### src/rtl/ram_fill_check.sv
// RAM fill / verify sweeper.
// Writes seed+k to every address k of an external RAM. In verify mode it then
// reads every word back and stops at the first word that differs.
// Ports:
//   clk, reset          - clock, synchronous active-high reset
//   start, mode, seed   - command: start pulse, 0=fill / 1=fill+verify, base pattern
//   busy, done          - sweep in progress, one-cycle completion pulse
//   error, err_adr,
//   err_data            - first verify mismatch (flag, address, word read)
//   mem_adr, mem_data,
//   mem_load, mem_out   - RAM port (mem_out is a combinational read of mem_adr)
module ram_fill_check #(
    parameter int unsigned ADR_W = 9
) (
    input  logic             clk,
    input  logic             reset,
    input  logic             start,
    input  logic             mode,
    input  logic [15:0]      seed,
    output logic             busy,
    output logic             done,
    output logic             error,
    output logic [ADR_W-1:0] err_adr,
    output logic [15:0]      err_data,
    output logic [ADR_W-1:0] mem_adr,
    output logic [15:0]      mem_data,
    output logic             mem_load,
    input  logic [15:0]      mem_out
);

    localparam int unsigned DATA_W = 16;

    typedef enum logic [1:0] {
        IDLE  = 2'd0,
        WRITE = 2'd1,
        READ  = 2'd2,
        DONE  = 2'd3
    } state_t;

    state_t              state_q, state_d;
    logic                mode_q, mode_d;
    logic [DATA_W-1:0]   seed_q, seed_d;
    logic [ADR_W-1:0]    adr_d;
    logic [DATA_W-1:0]   data_d;
    logic                load_d, busy_d, done_d;
    logic                error_d;
    logic [ADR_W-1:0]    err_adr_d;
    logic [DATA_W-1:0]   err_data_d;
    logic                last_adr;
    logic [DATA_W-1:0]   expected;

    // Pattern word for the address currently presented to the RAM.
    assign expected = seed_q + DATA_W'(mem_adr);
    assign last_adr = &mem_adr;

    // State register and registered outputs.
    always_ff @(posedge clk) begin
        if (reset) begin
            state_q  <= IDLE;
            mode_q   <= 1'b0;
            seed_q   <= '0;
            mem_adr  <= '0;
            mem_data <= '0;
            mem_load <= 1'b0;
            busy     <= 1'b0;
            done     <= 1'b0;
            error    <= 1'b0;
            err_adr  <= '0;
            err_data <= '0;
        end else begin
            state_q  <= state_d;
            mode_q   <= mode_d;
            seed_q   <= seed_d;
            mem_adr  <= adr_d;
            mem_data <= data_d;
            mem_load <= load_d;
            busy     <= busy_d;
            done     <= done_d;
            error    <= error_d;
            err_adr  <= err_adr_d;
            err_data <= err_data_d;
        end
    end

    // Next state; outputs are derived from the next state so they register
    // in step with it.
    always_comb begin
        state_d    = state_q;
        mode_d     = mode_q;
        seed_d     = seed_q;
        adr_d      = '0;
        error_d    = error;
        err_adr_d  = err_adr;
        err_data_d = err_data;

        case (state_q)
            IDLE: begin
                if (start) begin
                    state_d    = WRITE;
                    mode_d     = mode;
                    seed_d     = seed;
                    error_d    = 1'b0;
                    err_adr_d  = '0;
                    err_data_d = '0;
                end
            end
            WRITE: begin
                if (last_adr) begin
                    state_d = mode_q ? READ : DONE;
                end else begin
                    adr_d = mem_adr + ADR_W'(1);
                end
            end
            READ: begin
                if (mem_out != expected) begin
                    state_d    = DONE;
                    error_d    = 1'b1;
                    err_adr_d  = mem_adr;
                    err_data_d = mem_out;
                end else if (last_adr) begin
                    state_d = DONE;
                end else begin
                    adr_d = mem_adr + ADR_W'(1);
                end
            end
            DONE: begin
                state_d = IDLE;
            end
            default: begin
                state_d = IDLE;
            end
        endcase

        load_d = (state_d == WRITE);
        busy_d = (state_d == WRITE) || (state_d == READ);
        done_d = (state_d == DONE);
        data_d = load_d ? (seed_d + DATA_W'(adr_d)) : '0;
    end

endmodule

### config.mk
export PLATFORM = sky130hd
export DESIGN_NAME = ram_fill_check
export DESIGN_NICKNAME = d
export VERILOG_FILES = /design/src/rtl/ram_fill_check.sv
export SDC_FILE = /design/constraint.sdc
export NUM_CORES = 1
export LEC_CHECK = 0
export BUFFER_PORTS_ARGS = -buffer_cell sky130_fd_sc_hd__buf_2
export CORE_UTILIZATION = 25
export CTS_BUF_LIST = sky130_fd_sc_hd__clkbuf_4 sky130_fd_sc_hd__clkbuf_8
export DETAILED_ROUTE_END_ITERATION = 10
export GPL_ROUTABILITY_DRIVEN = 0
export PLACE_DENSITY = 0.54
export REMOVE_ABC_BUFFERS = 1
export SETUP_SLACK_MARGIN = 0.02
export SLEW_MARGIN = 0
export SYNTH_ARGS = -nofsm -noshare
export SYNTH_HDL_FRONTEND = slang
export SYNTH_SLANG_ARGS = --single-unit
### constraint.sdc
create_clock -name clk -period 10.3 [get_ports clk]
set_input_delay 2.06 -clock clk [delete_from_list [all_inputs] [get_ports clk]]
set_output_delay 2.06 -clock clk [all_outputs]
set_load 0.05 [all_outputs]
Word level (Yosys, flattened, before mapping)
Cells that the tools add are included.
{"block": "word_totals", "register_bits": 73, "input_bits": 36, "wordCells": 51}
{"block": "classes", "add_sub_neg": 3, "eq_ne": 9, "muxes": 20, "n_bitwise": 1, "n_reduce_logical": 7}
{"cell": "$mux 16", "n": 4}
{"cell": "$mux 9", "n": 4}
{"cell": "$pmux 9 s2", "n": 2}
{"cell": "$add 16x9->16", "n": 2}
{"cell": "$pmux 16 s2", "n": 1}
{"cell": "$ne 16x16->1", "n": 1}
{"cell": "$add 9x1->9 const B", "n": 1}
{"cell": "$reduce_and 9->1", "n": 1}
{"cell": "$eq 2x2->1 const B", "n": 4}
{"cell": "$mux 2", "n": 4}
{"cell": "$pmux 2 s4", "n": 1}
{"cell": "$eq 2x1->1 const B", "n": 2}
{"cell": "$ne 2x2->1 const B", "n": 2}
{"cell": "$mux 1", "n": 3}
{"cell": "$reduce_and 3->1", "n": 1}
{"cell": "$logic_not 2->1", "n": 1}
{"cell": "$pmux 1 s2", "n": 1}
{"cell": "$reduce_and 2->1", "n": 1}
{"cell": "$reduce_bool 2->1", "n": 1}
{"cell": "$reduce_or 2->1", "n": 1}
{"cell": "$logic_or 1x1->1", "n": 1}
{"cell": "$not 1->1", "n": 1}

Depth between registers and ports, before layout
Gate-level depths: netlist of the first run.
{"block": "depth", "ltp_word": 7, "ltp_mapped": 21}

Worst setup path after synthesis of the first run
OpenSTA, ideal clock, no wires.
{"block": "synth_timing", "path_type": "input -> register", "start": "input mem_out[7]", "end": "register mem_data[14]", "t_arrival_ps": 5748, "required_ps": 10173, "setup_slack_ps": 4425, "cell_stages": 19, "path_buffers": 0, "path_cell_list": "xor2_1 -> nor2b_1 -> or4_1 -> a211oi_1 -> nand4_1 -> a2111oi_4 -> a21oi_2 -> nor4b_1 -> ha_1 -> inv_1 -> fa_1 -> nor2b_1 -> o21ai_0 -> a21boi_0 -> o21ai_0 -> a21oi_1 -> o21a_1 -> nor4_1 -> or3_1"}
{"element": "from (decl)", "line_no": "28", "source": "input logic [15:0] mem_out"}
{"element": "$ne 16x16->1", "line_no": "115", "source": "if (mem_out != expected) begin"}
{"element": "$mux 9", "line_no": "115"}
{"element": "$pmux 9 s2", "line_no": "96", "source": "case (state_q)"}
{"element": "via adr_d[0]", "line_no": "43", "source": "logic [ADR_W-1:0] adr_d;"}
{"element": "$add 16x9->16", "line_no": "137", "source": "data_d = load_d ? (seed_d + DATA_W'(adr_d)) : '0;"}
{"element": "to (signal assigned)", "line_no": "75", "source": "mem_data <= data_d;"}
{"element": "to (decl)", "line_no": "26", "source": "output logic [15:0] mem_data,"}
The timed path passes the listed nets, and every way through them passes these cells.
A chain may end at the register's enable or synchronous reset.

Worst setup path in the final report of the first run
Same ends and word-level chain as after synthesis.

==> results of run 1 <==
==> metrics by stage <==
stage                     hold WS (ns)  utilization (%)  power, W  std cells
after floorplan                  0.430                -  0.000379        413
after global placement           0.455             30.2  0.000413        686
after detailed placement         0.459             30.2  0.000414        686
after CTS                        0.481             31.5  0.000647        702
after global routing             0.496             31.5  0.000669        702
final                            0.478             31.5  0.000638        702
==> cell families after synthesis <==
family	share of synthesized area [%]
AND/OR/NAND/NOR	21.1
XOR/XNOR	7.80
adder cells (fa/ha/maj)	9.24
multiplexers	3.21
buffers and inverters	3.11
flip-flops	38.3
AO/OA/AOI/OAI	17.3
==> routing by layer <==
metal | vias to the layer above | GRT usage, %
met4 | 0 | 6.96
met2 | 92 | 21.1
met1 | 1576 | 16.9
met3 | 19 | 3.17
met5 | - | 0
li1 | 1688 | -
==> power groups by stage <==
| stage | logic (W) | registers [W] | clock network, W |
|---|---|---|---|
| finish | 0.000108 | 0.000299 | 0.000231 |
| CTS | 0.000109 | 0.000299 | 0.000239 |
| global placement | 0.000107 | 0.000306 | 0 |
| global route | 0.000119 | 0.000301 | 0.000249 |
| detailed placement | 0.000108 | 0.000306 | 0 |
| floorplan | 0.0000579 | 0.000321 | 0 |
==> final timing paths <==
check                    start      endpoint  cells after the start
setup / recovery    mem_out[7]  mem_data[14]                     20
hold / removal    err_data[13]  err_data[13]                      1
setup reg to reg    mem_adr[0]  mem_data[14]                     21
hold reg to reg   err_data[13]  err_data[13]                      1
==> critical path, stage by stage <==
cell       delay [ns]
buf_2            0.12
xor2_1           0.18
nor2b_1          0.15
or4_1            0.40
a211oi_1         0.24
nand4_1          0.20
a2111oi_4        0.44
a21oi_2          0.31
nor4b_1          0.33
ha_1             0.23
inv_1            0.06
fa_1             0.38
nor2b_1          0.15
o21ai_0          0.11
a21boi_0         0.25
o21ai_0          0.15
a21oi_1          0.20
o21a_1           0.22
nor4_1           0.06
or3_1            0.32
==> flip-flops by register name, summed over array words and instances, names as in the netlist <==
name	count
err_data	16
mem_data	16
seed_q	16
err_adr	9
mem_adr	9
state_q	2
busy	1
done	1
error	1
mem_load	1
mode_q	1
==> area by class of cell <==
cell class	instances	area (um2)
clock buffer	11	139
clock inverter	5	56.3
fill	1548	10100
inverter	16	60.1
multi-input combinational	324	2240
sequential	73	1460
tap	184	230
timing repair buffer	89	445
==> placed cells by master (no fill, tap or decap), types with 3 or more instances in the layout <==
| cell type | n |
|---|---|
| ha_1 | 25 |
| clkbuf_8 | 9 |
| nand2_1 | 52 |
| a21o_1 | 4 |
| inv_1 | 16 |
| nor3_1 | 20 |
| nand2b_1 | 7 |
| o31ai_1 | 3 |
| a22o_1 | 25 |
| xor2_1 | 14 |
| buf_2 | 89 |
| nor2_1 | 33 |
| a21oi_1 | 16 |
| xnor2_1 | 20 |
| dfxtp_1 | 73 |
| nor4bb_1 | 3 |
| nand4_1 | 4 |
| nor2b_1 | 15 |
| and4_1 | 3 |
| nand3_1 | 9 |
| o21ai_0 | 10 |
| o211ai_1 | 4 |
| mux2i_1 | 10 |
| a21oi_2 | 3 |
==> run summary, run 1 <==
- Routed wire per std cell: 14.9 um
- final number of hold-violating endpoints: 0
- final design instance area without fill: 4630 um2
- first-pass GRT wire length: 16.2 mm
- worst reg-to-reg setup slack: 4.58 ns
- first-pass iteration count of the detailed router: 7
- switching power as a share of total power: 30.1%
- max capacitance violation total: 0
- crit path kind: in2reg
- Flop pwr share: 46.9%
- distinct cell type count after synthesis: 52
- post-synthesis async set-or-reset flop share: 0%
- highest fanout seen on the critical path: 19
- worst path arrival time: 6.57 ns
- PD cells: 138 nW/um2
- antenna violations before repair: 0
- Max-Slew Margin vs Limit: 22.3%
- IO Pins: 90
- design internal power: 0.000446 W
- count of flip-flops with a built-in enable after synthesis: 0
- type of the most critical hold path: reg2reg
- Vias/cell: 4.81
- Leakage: 2.16 nW
- cell types with the highest counts after synthesis: dfxtp_1 (73), nand2_1 (52), nor2_1 (34)
- number of max-slew violations in the final report: 0
- total placed instance area: 4440 um2
- num rows: 44
- top area cells in the synthesized netlist: dfxtp_1 (38%), ha_1 (8.2%), a22o_1 (5.7%)
- status: complete, but fails checks
- final setup margin: 3.97 ns
- residual antenna-violating net count after detailed routing: 0
- number of levels the H-tree was split into: 3
- transition time at the pin with the least slew margin: 1.16 ns
- maximum buffer depth of the clock tree: 2
- Root Driver: clkbuf_8
- violated checks: DRC
- Die Width: 126 um
- highest routed layer: met4
- final worst-path cycle share: 61.5%
- floorplan die area: 15800 um2
- setup violation total in the final timing report: 0
- number of remaining DRC errors: 5
- Seq cells post-synth: 73
- most common cell in the netlist: dfxtp_1
- Sink Count: 73
- Clock Skews: 0.00816 ns
- count of buffers added by post-CTS timing repair for setup: 0
- gate count of the mapped netlist: 425
- Peak Freq: 158 MHz
- clock latency on the worst-skew pair: 0.36 ns
- post-synthesis cell area: 3820 um2
- maximum number of pins on one net before global-route repair: 29
- most frequently used flop master after synthesis: dfxtp_1
- CP Launch Type: input pin
- Max IR drop VDD: 0.0502 mV
- detailed-placement wirelength estimate: 7.94 mm
- number of warnings printed during yosys synthesis: 0
- total global routing overflow: 0
- pre-CTS setup slack: 3.63 ns
- clock-pin slew reported for the worst setup and hold paths after clock tree synthesis: 0.08 ns
- part of the Yosys area used for sequential elements: 38.3%
- Met1 Wirelength: 4.90 mm
- global-route total usage across every layer: 13.4%
- Tmin final: 6.33 ns
- hold buffer count at cts: 0
- via count: 3375
- CP Data Required Time: 10.54 ns
- met3 routed WL: 489 um
- violation count after the first detailed-routing iteration: 154
- cell accounting for the most synthesized area: dfxtp_1
- endpoint kind of the worst setup timing path: flip-flop
- via count of the first global-routing pass: 3140
- Setup TNS Final: 0 ns
- final net count: 576
- net switching power figure: 0.000192 W
- Mapped Avg Cell Area: 8.99 um2
- CTS buffer count: 9
- proportion of layout cells with a drive suffix above 1: 22.2%
- area share of the largest cell type after synthesis: 38.3%
- port buffer count: 89
- combinational share of power: 16.9%
- number of gates resized after cts: 0
- total met2 wirelength after detailed routing: 4.76 mm
- Starting Density: 26.0%
- die height: 126 um
- # diodes: 0
- RSZ-0062 raised after global routing: no
- total detailed-routing wirelength: 10.4 mm
- core footprint: 14700 um2
- P&R area growth vs syn: 21.3%
- clock network fraction of total power: 36.2%
- CTS tree: done
No activity file was read; power rests on OpenSTA's default activity.
==> inputs of run 2 (changes only) <==
- clock period: 10.3 -> 5.9 ns (I/O delays scaled with it)
==> run 2 against run 1 <==
  * The flow still finishes with violations (DRC)
  * Global-route usage grew 0.070 points
  * Clock-buffer cell count increased by 1
  * Clock skew decreased by 0.0014 ns
  * Utilization is the same
  * Worst hold slack worse by 0.0052 ns
  * Sequential share of layout area unchanged
  * Sequential cell count stayed put
  * Register-to-register slack got worse by 4.0 ns
  * Critical path depth is 1 higher
  * Setup slack got worse by 3.4 ns
  * Final area unchanged
  * Combinational power grew 77%
  * Critical path type is now reg2reg
  * Largest power group unchanged
==> run summary, run 2 (synthesis gave the netlist of run 1 again) <==
- max capacitance violation total: 0, unchanged
- Vias/cell: 4.72, -1.7%
- core footprint: 14700 um2, unchanged
- port buffer count: 89, unchanged
- CTS buffer count: 9, unchanged
- number of levels the H-tree was split into: 3, unchanged
- PD cells: 230 nW/um2, +67%
- worst min-delay path endpoint: err_data[2]
- Routed wire per std cell: 14.8 um, -0.26%
- Max-Slew Margin vs Limit: 23.9%, +1.7 points
- Non-Filler Instances: 704, +0.28%
- final setup margin: 0.554 ns, -3.41 ns
- CTS tree: done
- die height: 126 um, unchanged
- Peak Freq: 187 MHz
- via count: 3326, -1.5%
- Tmin final: 5.35 ns
- violation count after the first detailed-routing iteration: 112, -27%
- worst flop-to-flop path startpoint: mem_adr[0]
- global-route total usage across every layer: 13.5%, +0.070 points
- register area: 1460 um2, unchanged
- final worst-path cycle share: 90.6%
- transition time at the pin with the least slew margin: 1.13 ns, -0.0248 ns
- placed instance count: 691, +0.73%
- residual antenna-violating net count after detailed routing: 0, unchanged
- proportion of layout cells with a drive suffix above 1: 22.5%, +0.30 points
- fill cell total of the finished layout: 1567, +1.2%
- Regs by FF count: err_data (16), mem_data (16), seed_q (16)
- Critical path origin: mem_adr[0]
- most common cell after layout, fill and taps aside: buf_2
- worst path arrival time: 5.61 ns, -0.96 ns
- clock latency on the worst-skew pair: 0.37 ns, about the same
- RSZ-0062 raised after global routing: no
- Sink Count: 73, unchanged
- post-route total power: 0.00107 W, +67%
- status: complete, but fails checks
- hold buffer count at cts: 0, unchanged
- Clock Skews: 0.00676 ns, -0.00140 ns
- number of gates resized after cts: 0, unchanged
- violated checks: DRC
- final number of hold-violating endpoints: 0, unchanged
- hold path start: err_data[2]
- Leakage: 2.17 nW, +0.45%
- worst reg-to-reg setup slack: 0.55 ns, -4.03 ns
- Root Driver: clkbuf_8
- number of cells traversed by the worst hold path: 1, unchanged
- crit path kind: reg2reg
- setup violation total in the final timing report: 0, unchanged
- pre-CTS setup slack: 0.318 ns, -3.31 ns
- total global routing overflow: 0, unchanged
- IO Pins: 90, unchanged
- commonest non-fill, non-tap cells in the layout: buf_2 (89), dfxtp_1 (73), nand2_1 (52)
- first-pass iteration count of the detailed router: 7, unchanged
- floorplan die area: 15800 um2, unchanged
- antenna violations before repair: 0, unchanged
- count of buffers added by post-CTS timing repair for setup: 0, unchanged
- number of remaining DRC errors: 5, unchanged
- endpoint kind of the worst setup timing path: flip-flop
- Setup TNS Final: 0 ns, unchanged
- Starting Density: 26.0%, unchanged
- type of the most critical hold path: reg2reg
- P&R area growth vs syn: 21.3%, unchanged
- Die Width: 126 um, unchanged
- number of max-slew violations in the final report: 0, unchanged
- clock-pin slew reported for the worst setup and hold paths after clock tree synthesis: 0.08 ns, about the same
- first-pass GRT wire length: 16.2 mm, unchanged
- CP Launch Type: flip-flop
- final net count: 581, +0.87%
- # diodes: 0, unchanged
- detailed-placement wirelength estimate: 8.02 mm, +1.1%
- num rows: 44, unchanged
- multi-input logic area: 2240 um2, unchanged
- Max IR drop VDD: 0.0902 mV, +80%
- worst flop-to-flop path endpoint: mem_data[13]
- maximum buffer depth of the clock tree: 2, unchanged
- Reg2Reg Depth: 21, unchanged
- highest fanout seen on the critical path: 18, -1
- total detailed-routing wirelength: 10.4 mm, about the same
- CP Data Required Time: 6.16 ns, -4.38 ns
- maximum number of pins on one net before global-route repair: 29, unchanged
- via count of the first global-routing pass: 3206, +2.1%
==> run 2: changes by cell type in the layout (fill, tap and decap cells not counted), sizes merged <==
cell / change
clkbuf: +1
buf: +5
clkinv: -2
clkinvlp: -1
bufinv: -1
==> run 2: metal layers <==
| layer | part of all wire, % | track usage (%) | vias up |
|---|---|---|---|
| met4 | 2.7 | 7.46 | 0 |
| met5 | 0 | 0 | - |
| met1 | 47 | 16.7 | 1541 |
| li1 | - | - | 1695 |
| met3 | 3.8 | 2.35 | 16 |
| met2 | 47 | 22.1 | 74 |
==> run 2: how the worst max path moves through the flow <==
stage / end / slack [ns] / depth (start not counted)
2_1_floorplan: mem_data[14] / 0.69 / 21
4_1_cts: mem_data[14] / 0.55 / 22
5_1_grt: mem_data[14] / 0.14 / 22
6_report: mem_data[13] / 0.55 / 21
3_3_place_gp: mem_data[14] / 0.43 / 20
3_5_place_dp: mem_data[14] / 0.32 / 20
==> run 2: critical path, cell delays in order, from the launching register on <==
cell       delay, ns
dfxtp_1         0.32
ha_1            0.23
fa_1            0.42
a21oi_1         0.20
o22ai_1         0.15
buf_4           0.18
o21ai_0         0.14
nor4bb_1        0.32
nand4_1         0.21
a2111oi_4       0.47
a21oi_2         0.12
buf_4           0.21
nor2_1          0.11
ha_1            0.23
a21o_1          0.18
a21oi_1         0.23
o21ai_0         0.15
a2111oi_0       0.69
o31ai_1         0.30
nand3b_1        0.18
xnor2_1         0.13
nor2_1          0.05
==> run 2: stage by stage <==
step                      area [um2]  util (%)  hold WS, ns
after floorplan                 3760         -        0.430
after global placement          4480      30.4        0.455
after detailed placement        4480      30.4        0.463
after CTS                       4630      31.5        0.482
after global routing            4630      31.5        0.491
final                           4630      31.5        0.473
==> run 2: final cells by class <==
cell class / instances / share of cell area [%]
Tap cell: 184 / 4.97
Inverter: 16 / 1.30
Timing Repair Buffer: 94 / 10.4
Sequential cell: 73 / 31.5
Clock buffer: 12 / 3.29
Clock inverter: 1 / 0.108
Multi-Input combinational cell: 324 / 48.4
==> run 2: power by group <==
| group | switching [W] | internal, W | total [W] |
|---|---|---|---|
| logic | 0.000124 | 0.0000669 | 0.000191 |
| registers | 0.0000121 | 0.000510 | 0.000522 |
| clock network | 0.000186 | 0.000166 | 0.000353 |
